<file path="config.mk">
export PLATFORM = sky130hd
export DESIGN_NAME = i2s_wb_slave
export DESIGN_NICKNAME = d
export VERILOG_FILES = /design/src/rtl/i2s_wb_slave.sv
export SDC_FILE = /design/constraint.sdc
export NUM_CORES = 1
export LEC_CHECK = 0
export ABC_AREA = 0
export BUFFER_PORTS_ARGS = -buffer_cell sky130_fd_sc_hd__buf_4
export CAP_MARGIN = 40
export CORE_MARGIN = 4
export CORE_UTILIZATION = 63
export CTS_CLUSTER_SIZE = 16
export DETAILED_ROUTE_END_ITERATION = 10
export PLACE_DENSITY = 0.95
export SLEW_MARGIN = 25
export SYNTH_ARGS = -nofsm -noshare
export SYNTH_HDL_FRONTEND = slang
export SYNTH_SLANG_ARGS = --single-unit
</file>
<file path="constraint.sdc">
create_clock -name wb_clk_i -period 5.3 [get_ports wb_clk_i]
set_input_delay 1.06 -clock wb_clk_i [delete_from_list [all_inputs] [get_ports wb_clk_i]]
set_output_delay 1.06 -clock wb_clk_i [all_outputs]
set_load 0.005 [all_outputs]
</file>
<file path="src/rtl/i2s_wb_slave.sv">
// Wishbone classic slave that moves audio samples between a bus master and
// I2S transmit/receive cores. It holds the control, status and data registers
// and one TX FIFO and one RX FIFO.
//
// Bus handshake FSM
//   state   | meaning
//   ST_IDLE | waiting for cyc & stb, ack low
//   ST_ACK  | ack high for one cycle; the register write or FIFO pop happens here
module i2s_wb_slave #(
   parameter int FIFO_DEPTH = 4
) (
   input  logic        wb_clk_i,
   input  logic        wb_rst_i,
   input  logic        wb_cyc_i,
   input  logic        wb_stb_i,
   input  logic        wb_we_i,
   input  logic        wb_sel_i,
   input  logic [31:0] wb_adr_i,
   input  logic [31:0] wb_dat_i,
   input  logic [2:0]  wb_cti_i,
   input  logic [1:0]  wb_bte_i,
   output logic [31:0] wb_dat_o,
   output logic        wb_ack_o,
   output logic [31:0] tx_data_o,
   output logic        tx_valid_o,
   input  logic        tx_ready_i,
   input  logic [31:0] rx_data_i,
   input  logic        rx_valid_i,
   output logic        irq_o
);

   localparam int AW = $clog2(FIFO_DEPTH);
   localparam int CW = AW + 1;
   localparam logic [CW-1:0] DEPTH_C = CW'(FIFO_DEPTH);

   localparam logic [1:0] REG_CTRL   = 2'd0;
   localparam logic [1:0] REG_STATUS = 2'd1;
   localparam logic [1:0] REG_TXDATA = 2'd2;
   localparam logic [1:0] REG_RXDATA = 2'd3;

   typedef enum logic {ST_IDLE, ST_ACK} ack_state_t;

   ack_state_t state, state_nxt;

   logic        tx_en, rx_en, irq_txe_en, irq_rxne_en;
   logic        rx_overrun, tx_overflow;

   logic [31:0]   tx_mem [FIFO_DEPTH];
   logic [AW-1:0] tx_wptr, tx_rptr;
   logic [CW-1:0] tx_count;
   logic          tx_full, tx_empty;

   logic [31:0]   rx_mem [FIFO_DEPTH];
   logic [AW-1:0] rx_wptr, rx_rptr;
   logic [CW-1:0] rx_count;
   logic          rx_full, rx_empty;

   logic        access, mapped, wr, rd;
   logic [1:0]  reg_sel;
   logic        wr_ctrl, wr_status, fifo_clr;
   logic        tx_push, tx_push_ok, tx_pop;
   logic        rx_push, rx_push_ok, rx_pop;
   logic [4:0]  tx_count5, rx_count5;
   logic [31:0] status_word;
   logic [31:0] rd_data;

   // Burst hints and byte-lane address bits carry no meaning for this slave.
   logic unused_bits;
   assign unused_bits = ^{wb_cti_i, wb_bte_i, wb_adr_i[1:0]};

   // Handshake state register; reset abandons any access in flight.
   always_ff @(posedge wb_clk_i or negedge wb_rst_i) begin
      if (!wb_rst_i) state <= ST_IDLE;
      else           state <= state_nxt;
   end

   // Ack the cycle after a strobe is seen, then drop for one cycle.
   always_comb begin
      state_nxt = state;
      case (state)
         ST_IDLE: if (wb_cyc_i && wb_stb_i) state_nxt = ST_ACK;
         ST_ACK:  state_nxt = ST_IDLE;
         default: state_nxt = ST_IDLE;
      endcase
   end

   assign wb_ack_o = (state == ST_ACK);

   // Decode; every side effect is taken on the ack cycle only.
   assign access    = wb_ack_o & wb_cyc_i & wb_stb_i;
   assign mapped    = (wb_adr_i[31:4] == 28'd0);
   assign reg_sel   = wb_adr_i[3:2];
   assign wr        = access & wb_we_i & wb_sel_i & mapped;
   assign rd        = access & ~wb_we_i & mapped;
   assign wr_ctrl   = wr & (reg_sel == REG_CTRL);
   assign wr_status = wr & (reg_sel == REG_STATUS);
   assign fifo_clr  = wr_ctrl & wb_dat_i[4];

   assign tx_full    = (tx_count == DEPTH_C);
   assign tx_empty   = (tx_count == '0);
   assign tx_valid_o = tx_en & ~tx_empty;
   assign tx_data_o  = tx_mem[tx_rptr];
   assign tx_pop     = tx_valid_o & tx_ready_i;
   assign tx_push    = wr & (reg_sel == REG_TXDATA);
   assign tx_push_ok = tx_push & (~tx_full | tx_pop);

   assign rx_full    = (rx_count == DEPTH_C);
   assign rx_empty   = (rx_count == '0);
   assign rx_pop     = rd & (reg_sel == REG_RXDATA) & ~rx_empty;
   assign rx_push    = rx_valid_i & rx_en;
   assign rx_push_ok = rx_push & (~rx_full | rx_pop);

   // Control bits; fifo_clr is not stored, it acts only on the write itself.
   always_ff @(posedge wb_clk_i or negedge wb_rst_i) begin
      if (!wb_rst_i) begin
         tx_en       <= 1'b0;
         rx_en       <= 1'b0;
         irq_txe_en  <= 1'b0;
         irq_rxne_en <= 1'b0;
      end else if (wr_ctrl) begin
         tx_en       <= wb_dat_i[0];
         rx_en       <= wb_dat_i[1];
         irq_txe_en  <= wb_dat_i[2];
         irq_rxne_en <= wb_dat_i[3];
      end
   end

   // Sticky error flags; a new event in the same cycle as a clear wins.
   always_ff @(posedge wb_clk_i or negedge wb_rst_i) begin
      if (!wb_rst_i) begin
         rx_overrun  <= 1'b0;
         tx_overflow <= 1'b0;
      end else begin
         if (rx_push && rx_full && !rx_pop)     rx_overrun <= 1'b1;
         else if (wr_status && wb_dat_i[4])     rx_overrun <= 1'b0;
         if (tx_push && tx_full && !tx_pop)     tx_overflow <= 1'b1;
         else if (wr_status && wb_dat_i[5])     tx_overflow <= 1'b0;
      end
   end

   // TX FIFO; storage is reset so tx_data_o reads 0 out of reset.
   always_ff @(posedge wb_clk_i or negedge wb_rst_i) begin
      if (!wb_rst_i) begin
         for (int i = 0; i < FIFO_DEPTH; i++) tx_mem[i] <= '0;
         tx_wptr  <= '0;
         tx_rptr  <= '0;
         tx_count <= '0;
      end else if (fifo_clr) begin
         tx_wptr  <= '0;
         tx_rptr  <= '0;
         tx_count <= '0;
      end else begin
         if (tx_push_ok) begin
            tx_mem[tx_wptr] <= wb_dat_i;
            tx_wptr         <= tx_wptr + 1'b1;
         end
         if (tx_pop) tx_rptr <= tx_rptr + 1'b1;
         case ({tx_push_ok, tx_pop})
            2'b10:   tx_count <= tx_count + 1'b1;
            2'b01:   tx_count <= tx_count - 1'b1;
            default: tx_count <= tx_count;
         endcase
      end
   end

   // RX FIFO; a pop in the same cycle frees room for a push into a full FIFO.
   always_ff @(posedge wb_clk_i or negedge wb_rst_i) begin
      if (!wb_rst_i) begin
         for (int i = 0; i < FIFO_DEPTH; i++) rx_mem[i] <= '0;
         rx_wptr  <= '0;
         rx_rptr  <= '0;
         rx_count <= '0;
      end else if (fifo_clr) begin
         rx_wptr  <= '0;
         rx_rptr  <= '0;
         rx_count <= '0;
      end else begin
         if (rx_push_ok) begin
            rx_mem[rx_wptr] <= rx_data_i;
            rx_wptr         <= rx_wptr + 1'b1;
         end
         if (rx_pop) rx_rptr <= rx_rptr + 1'b1;
         case ({rx_push_ok, rx_pop})
            2'b10:   rx_count <= rx_count + 1'b1;
            2'b01:   rx_count <= rx_count - 1'b1;
            default: rx_count <= rx_count;
         endcase
      end
   end

   assign tx_count5 = 5'(tx_count);
   assign rx_count5 = 5'(rx_count);

   assign status_word = {11'd0, rx_count5, 3'd0, tx_count5, 2'd0,
                         tx_overflow, rx_overrun, rx_empty, rx_full,
                         tx_empty, tx_full};

   // Read data is driven only during an acked read, zero at all other times.
   always_comb begin
      rd_data = '0;
      if (rd) begin
         case (reg_sel)
            REG_CTRL:   rd_data = {28'd0, irq_rxne_en, irq_txe_en, rx_en, tx_en};
            REG_STATUS: rd_data = status_word;
            REG_TXDATA: rd_data = '0;
            REG_RXDATA: rd_data = rx_empty ? 32'd0 : rx_mem[rx_rptr];
            default:    rd_data = '0;
         endcase
      end
   end

   assign wb_dat_o = rd_data;

   // Registered interrupt from the enabled FIFO level conditions.
   always_ff @(posedge wb_clk_i or negedge wb_rst_i) begin
      if (!wb_rst_i) irq_o <= 1'b0;
      else           irq_o <= (irq_txe_en & tx_empty) | (irq_rxne_en & ~rx_empty);
   end

endmodule

</file>
# Yosys cells after proc, flatten, opt, wreduce, memory -nomap -nowiden

Cells that the tools add are included.

Register bits after elaboration: 278
Bits in latches: 0
Memory bits (writable): 0
Bits in read-only memories: 0
Input port bits: 109
Output and inout port bits: 67
Logic and storage cells: 137
Memories kept: 0

Add/subtract/negate cells: 8
$mul: 0
Div/mod/pow operators: 0
Magnitude comparators: 6
Equality and inequality tests: 9
Shift-type cells: 0
Multiplexer cells: 33
Bitwise gates (word level): 34
Reduce and logical (&&, ||, !) cells: 25

Operators with widths:

| operator                                                                     | count |
|---|---|
| 128-bit bitwise mux                                                          | 2 |
| 32-bit two-way mux                                                           | 8 |
| 32-bit binary-select mux with 2-bit select                                   | 2 |
| 32-bit demux with 2-bit select                                               | 2 |
| 32-bit case mux with 4 select lines                                          | 1 |
| 28-bit zero test                                                             | 1 |
| 1-bit bitwise AND                                                            | 20 |
| 2-bit two-way mux                                                            | 8 |
| 3-bit greater-or-equal comparator, second input constant                     | 4 |
| 2-bit NOT with 3-bit output                                                  | 4 |
| 3-bit case mux with 2 select lines                                           | 2 |
| 2-bit nonzero test                                                           | 6 |
| 1-bit logical AND                                                            | 9 |
| 2-bit by 1-bit adder with 2-bit output, second input constant                | 4 |
| 2-bit equality test, second input constant                                   | 4 |
| 1-bit NOT                                                                    | 7 |
| 3-bit by 1-bit adder with 3-bit output, second input constant                | 2 |
| 2-bit by 1-bit equality test with 1-bit output, second input constant        | 3 |
| 3-bit equality test, second input constant                                   | 2 |
| 3-bit zero test                                                              | 2 |
| 3-bit by 1-bit less-than comparator with 1-bit output, second input constant | 2 |
| 3-bit two-way mux                                                            | 2 |
| 3-bit nonzero test                                                           | 2 |
| 3-bit by 1-bit subtractor with 3-bit output, second input constant           | 2 |
| 6 further kinds                                                              | 14 |

# Depth between registers and ports, before layout

Depth after elaboration: 11
Mapped depth: 9
Gate-level depth less buffers: 8

# Least setup slack after synthesis

Ideal clock, no wire load.

Path kind: input port to output port
Start: in wb_adr_i[20]
End: out wb_dat_o[10]
Arrival time: 2.472 ns
Data required time: 4.240 ns
Slack: 1.768 ns
Stages on the path: 6
Buffers on the path: 0
Cell sequence: nor4b_2 nand4_1 nor2_1 nand2_1 nor3_1 a22o_1

Longest elaborated chain between the ends: 3

RTL lines:

| item               | RTL line | text |
|---|---|---|
| start, declared    | 18       | `input logic [31:0] wb_adr_i,` |
| 28-bit zero test   | 91       | `assign mapped = (wb_adr_i[31:4] == 28'd0);` |
| 1-bit bitwise AND  | 94       | `assign rd = access & ~wb_we_i & mapped;` |
| 32-bit two-way mux | 201      | `if (rd) begin` |
| end, declared      | 22       | `output logic [31:0] wb_dat_o,` |

No other way between the ends.

# Worst setup path in the final report

Start: in wb_adr_i[20]
End: out wb_dat_o[18]

The elaborated chain is that of the path after synthesis.

==> run metrics <==
leading area contributor after synthesis dfrtp_1; initial antenna violation count 0; chip height 153 um; worst hold path type reg -> reg; cts hold-fix bufs 0; first-pass GRT wire length 48.8 mm; Nets 1,103; first-pass detailed-route iteration total 5; part of the cycle the worst path needs 76.4%; WP data arrival 2990 ps; Synth Area in Adders 1.06%; Avg Cell Area, Syn 16.3 um^2; Area Overhead vs Synth 18.6%; origin of the critical flop-to-flop path wb_ack_o; post_cts resized 0; Max VDD drop 287 uV; placed instance count 1,223; largest net degree at the start of global routing 117; Max clock buf depth 3; outcome completed; worst rel slew slack 43.3%; minimum clock period 4050 ps; crit path kind in -> out; post-synthesis sequential area ratio 52.5%; Fin. Hold Viols 0; max-cap violations 0; Routed WL 30.1 mm; initial core utilization 64.8%; commonest non-fill, non-tap cell in the layout dfrtp_1; WL/cell 23.6 um; CTS clk-pin slew, worst paths 60 ps; DRT iter0 DRCs 502; skew final 18.8 ps; Ports 176; simple-gate share of the synthesized area 4.81%; # diodes 0; worst hold margin 501 ps; most frequent cells in the layout 275 x dfrtp_1, 181 x buf_4, 142 x mux2_2; number of post-CTS setup repair buffers 0; critical path endpoint category primary output; Hold Crit Start wb_ack_o; worst setup path startpoint wb_adr_i[20]; Finish-stage setup viols 0; RSZ-0062 raised after global routing no; top cells by area, synth dfrtp_1 53%, mux2_4 14%, mux2_2 12%; total number of vias 7,784; CTS Buf Count 29; cell family with most CP delay simple AND/OR/NAND/NOR gates; static leakage 8.13 nW; Syn Nets 934; Slew Limit Fails 0; worst path cell trace buf_4, nor4b_2, nand4_1, nor2_1, nand2_1, nor3_1, buf_4, a22o_1, buf_4; synth warn 0; post-synthesis cell count 815; Cell Area, Synth 13,200 um^2; die area 23,400 um^2; post-route insts no fill 1,275; total gr overflow 0; Fin Setup TNS 0 ps; multiplexer share of the synthesized area 37.1%; Clock Root Buffer clkbuf_16; post-route ant nets 0; XOR/XNOR Fraction of Synth Area 0.529%; Skew-Pair Late Insertion Delay 530 ps; worst-margin pin slew 851 ps; Netlist cell types 42; final core utilization 76.9%; CTS sink cnt 278; Vias/cell 6.11; Die X 153 um; largest fanout on the critical path 8; CP startpoint kind input port; GRT Total Usage 25.8%; CP peak stage delay 470 ps; Worst EP required 4240 ps; Max Clock Freq 0.247 GHz; Async SR Flop Fraction 100%; DR DRC count 0; via count of the first global-routing pass 9,073; Top FF cell, synth dfrtp_1; largest family of logic cells by synthesized area multiplexers; DP HPWL 19.2 mm; post-synthesis compound-gate area fraction 1.55%; share of cells above drive strength 1 57.7%; register bit total from synthesis 278; CP dominant cell by count buf_4; Post-synth EDFFs 0; H-tree depth 1; Final GP Congestion 0.874; Cell Rows 52; slowest CP cell nor4b_2; Power per Cell Area 279 nW/um^2; Pwr Total 0.00438 W; Critical path buffers and inverters 3; area share of the largest cell type after synthesis 52.5%; core footprint 20,400 um^2; port buffer count 168; TritonCTS clock tree yes
## power breakdown
group          internal (W)  switching, W
clock network       0.00129      0.000822
logic             0.0000580     0.0000838
registers           0.00212   0.000000516
## worst paths after layout
kind | endpoint | slack (ps) | cells past startpoint
min | wb_ack_o | 500 | 1
max | wb_dat_o[18] | 1250 | 9
max in group asynchronous | rx_mem[27] | 3450 | 2
max reg2reg | rx_mem[48] | 2280 | 6
min in group asynchronous | tx_mem[8] | 600 | 1
min reg2reg | wb_ack_o | 500 | 1
## cell usage after synthesis, types with 3 or more instances
| master | count |
|---|---|
| dfrtp_1 | 278 |
| mux2_2 | 142 |
| mux2_4 | 120 |
| mux4_2 | 64 |
| and2_1 | 25 |
| nor2_1 | 20 |
| nand2_1 | 15 |
| clkbuf_1 | 14 |
| buf_2 | 13 |
| buf_6 | 12 |
| inv_1 | 11 |
| nor3_1 | 10 |
| a22o_1 | 9 |
| ha_1 | 8 |
| mux2i_1 | 7 |
| buf_1 | 6 |
| nor4_2 | 6 |
| xnor2_1 | 6 |
| o21ai_0 | 5 |
| a21oi_1 | 4 |
| nand2_4 | 4 |
| nand4_1 | 4 |
| o22ai_1 | 4 |
| nor3b_1 | 3 |
## area by class of cell
cell class,count,area (um^2)
fillers,1144,4720
clock inverters,12,163
well taps,270,338
multi-input cells,480,5960
clock buffers,40,837
flip-flops and latches,278,6960
inverters,11,41.3
repair buffers,184,1410
## flip-flops by register name, summed over array words and instances, names as in the netlist, 2 cells and up
register	cells
rx_mem	128
rx_wptr	2
rx_count	3
tx_wptr	2
rx_rptr	2
tx_rptr	2
tx_mem	128
tx_count	3
## per-stage QoR
stage,setup slack (ps),cell area (um^2)
global route,1160,15700
global placement,1320,14700
CTS,1280,15700
floorplan,1770,13200
finish,1250,15700
detailed placement,1310,14700
## cell families after synthesis
| family | Yosys count |
|---|---|
| buffers and inverters | 57 |
| muxes | 333 |
| and+or+nand+nor | 101 |
| DFF | 278 |
| AOI/OAI and AO/OA | 28 |
| xor gates and xnor gates | 8 |
| adders and majority gates | 10 |
## per-layer routing
metal	wire length (um)	share of wire, %	global-route usage, %	vias up
met1	12100	40	33.8	4145
met4	803	2.7	7.81	0
met3	1590	5.3	4.50	59
met2	15500	52	44.8	240
met5	0	0	0	-
li1	-	-	-	3340
(Power assumes the default switching activity.)
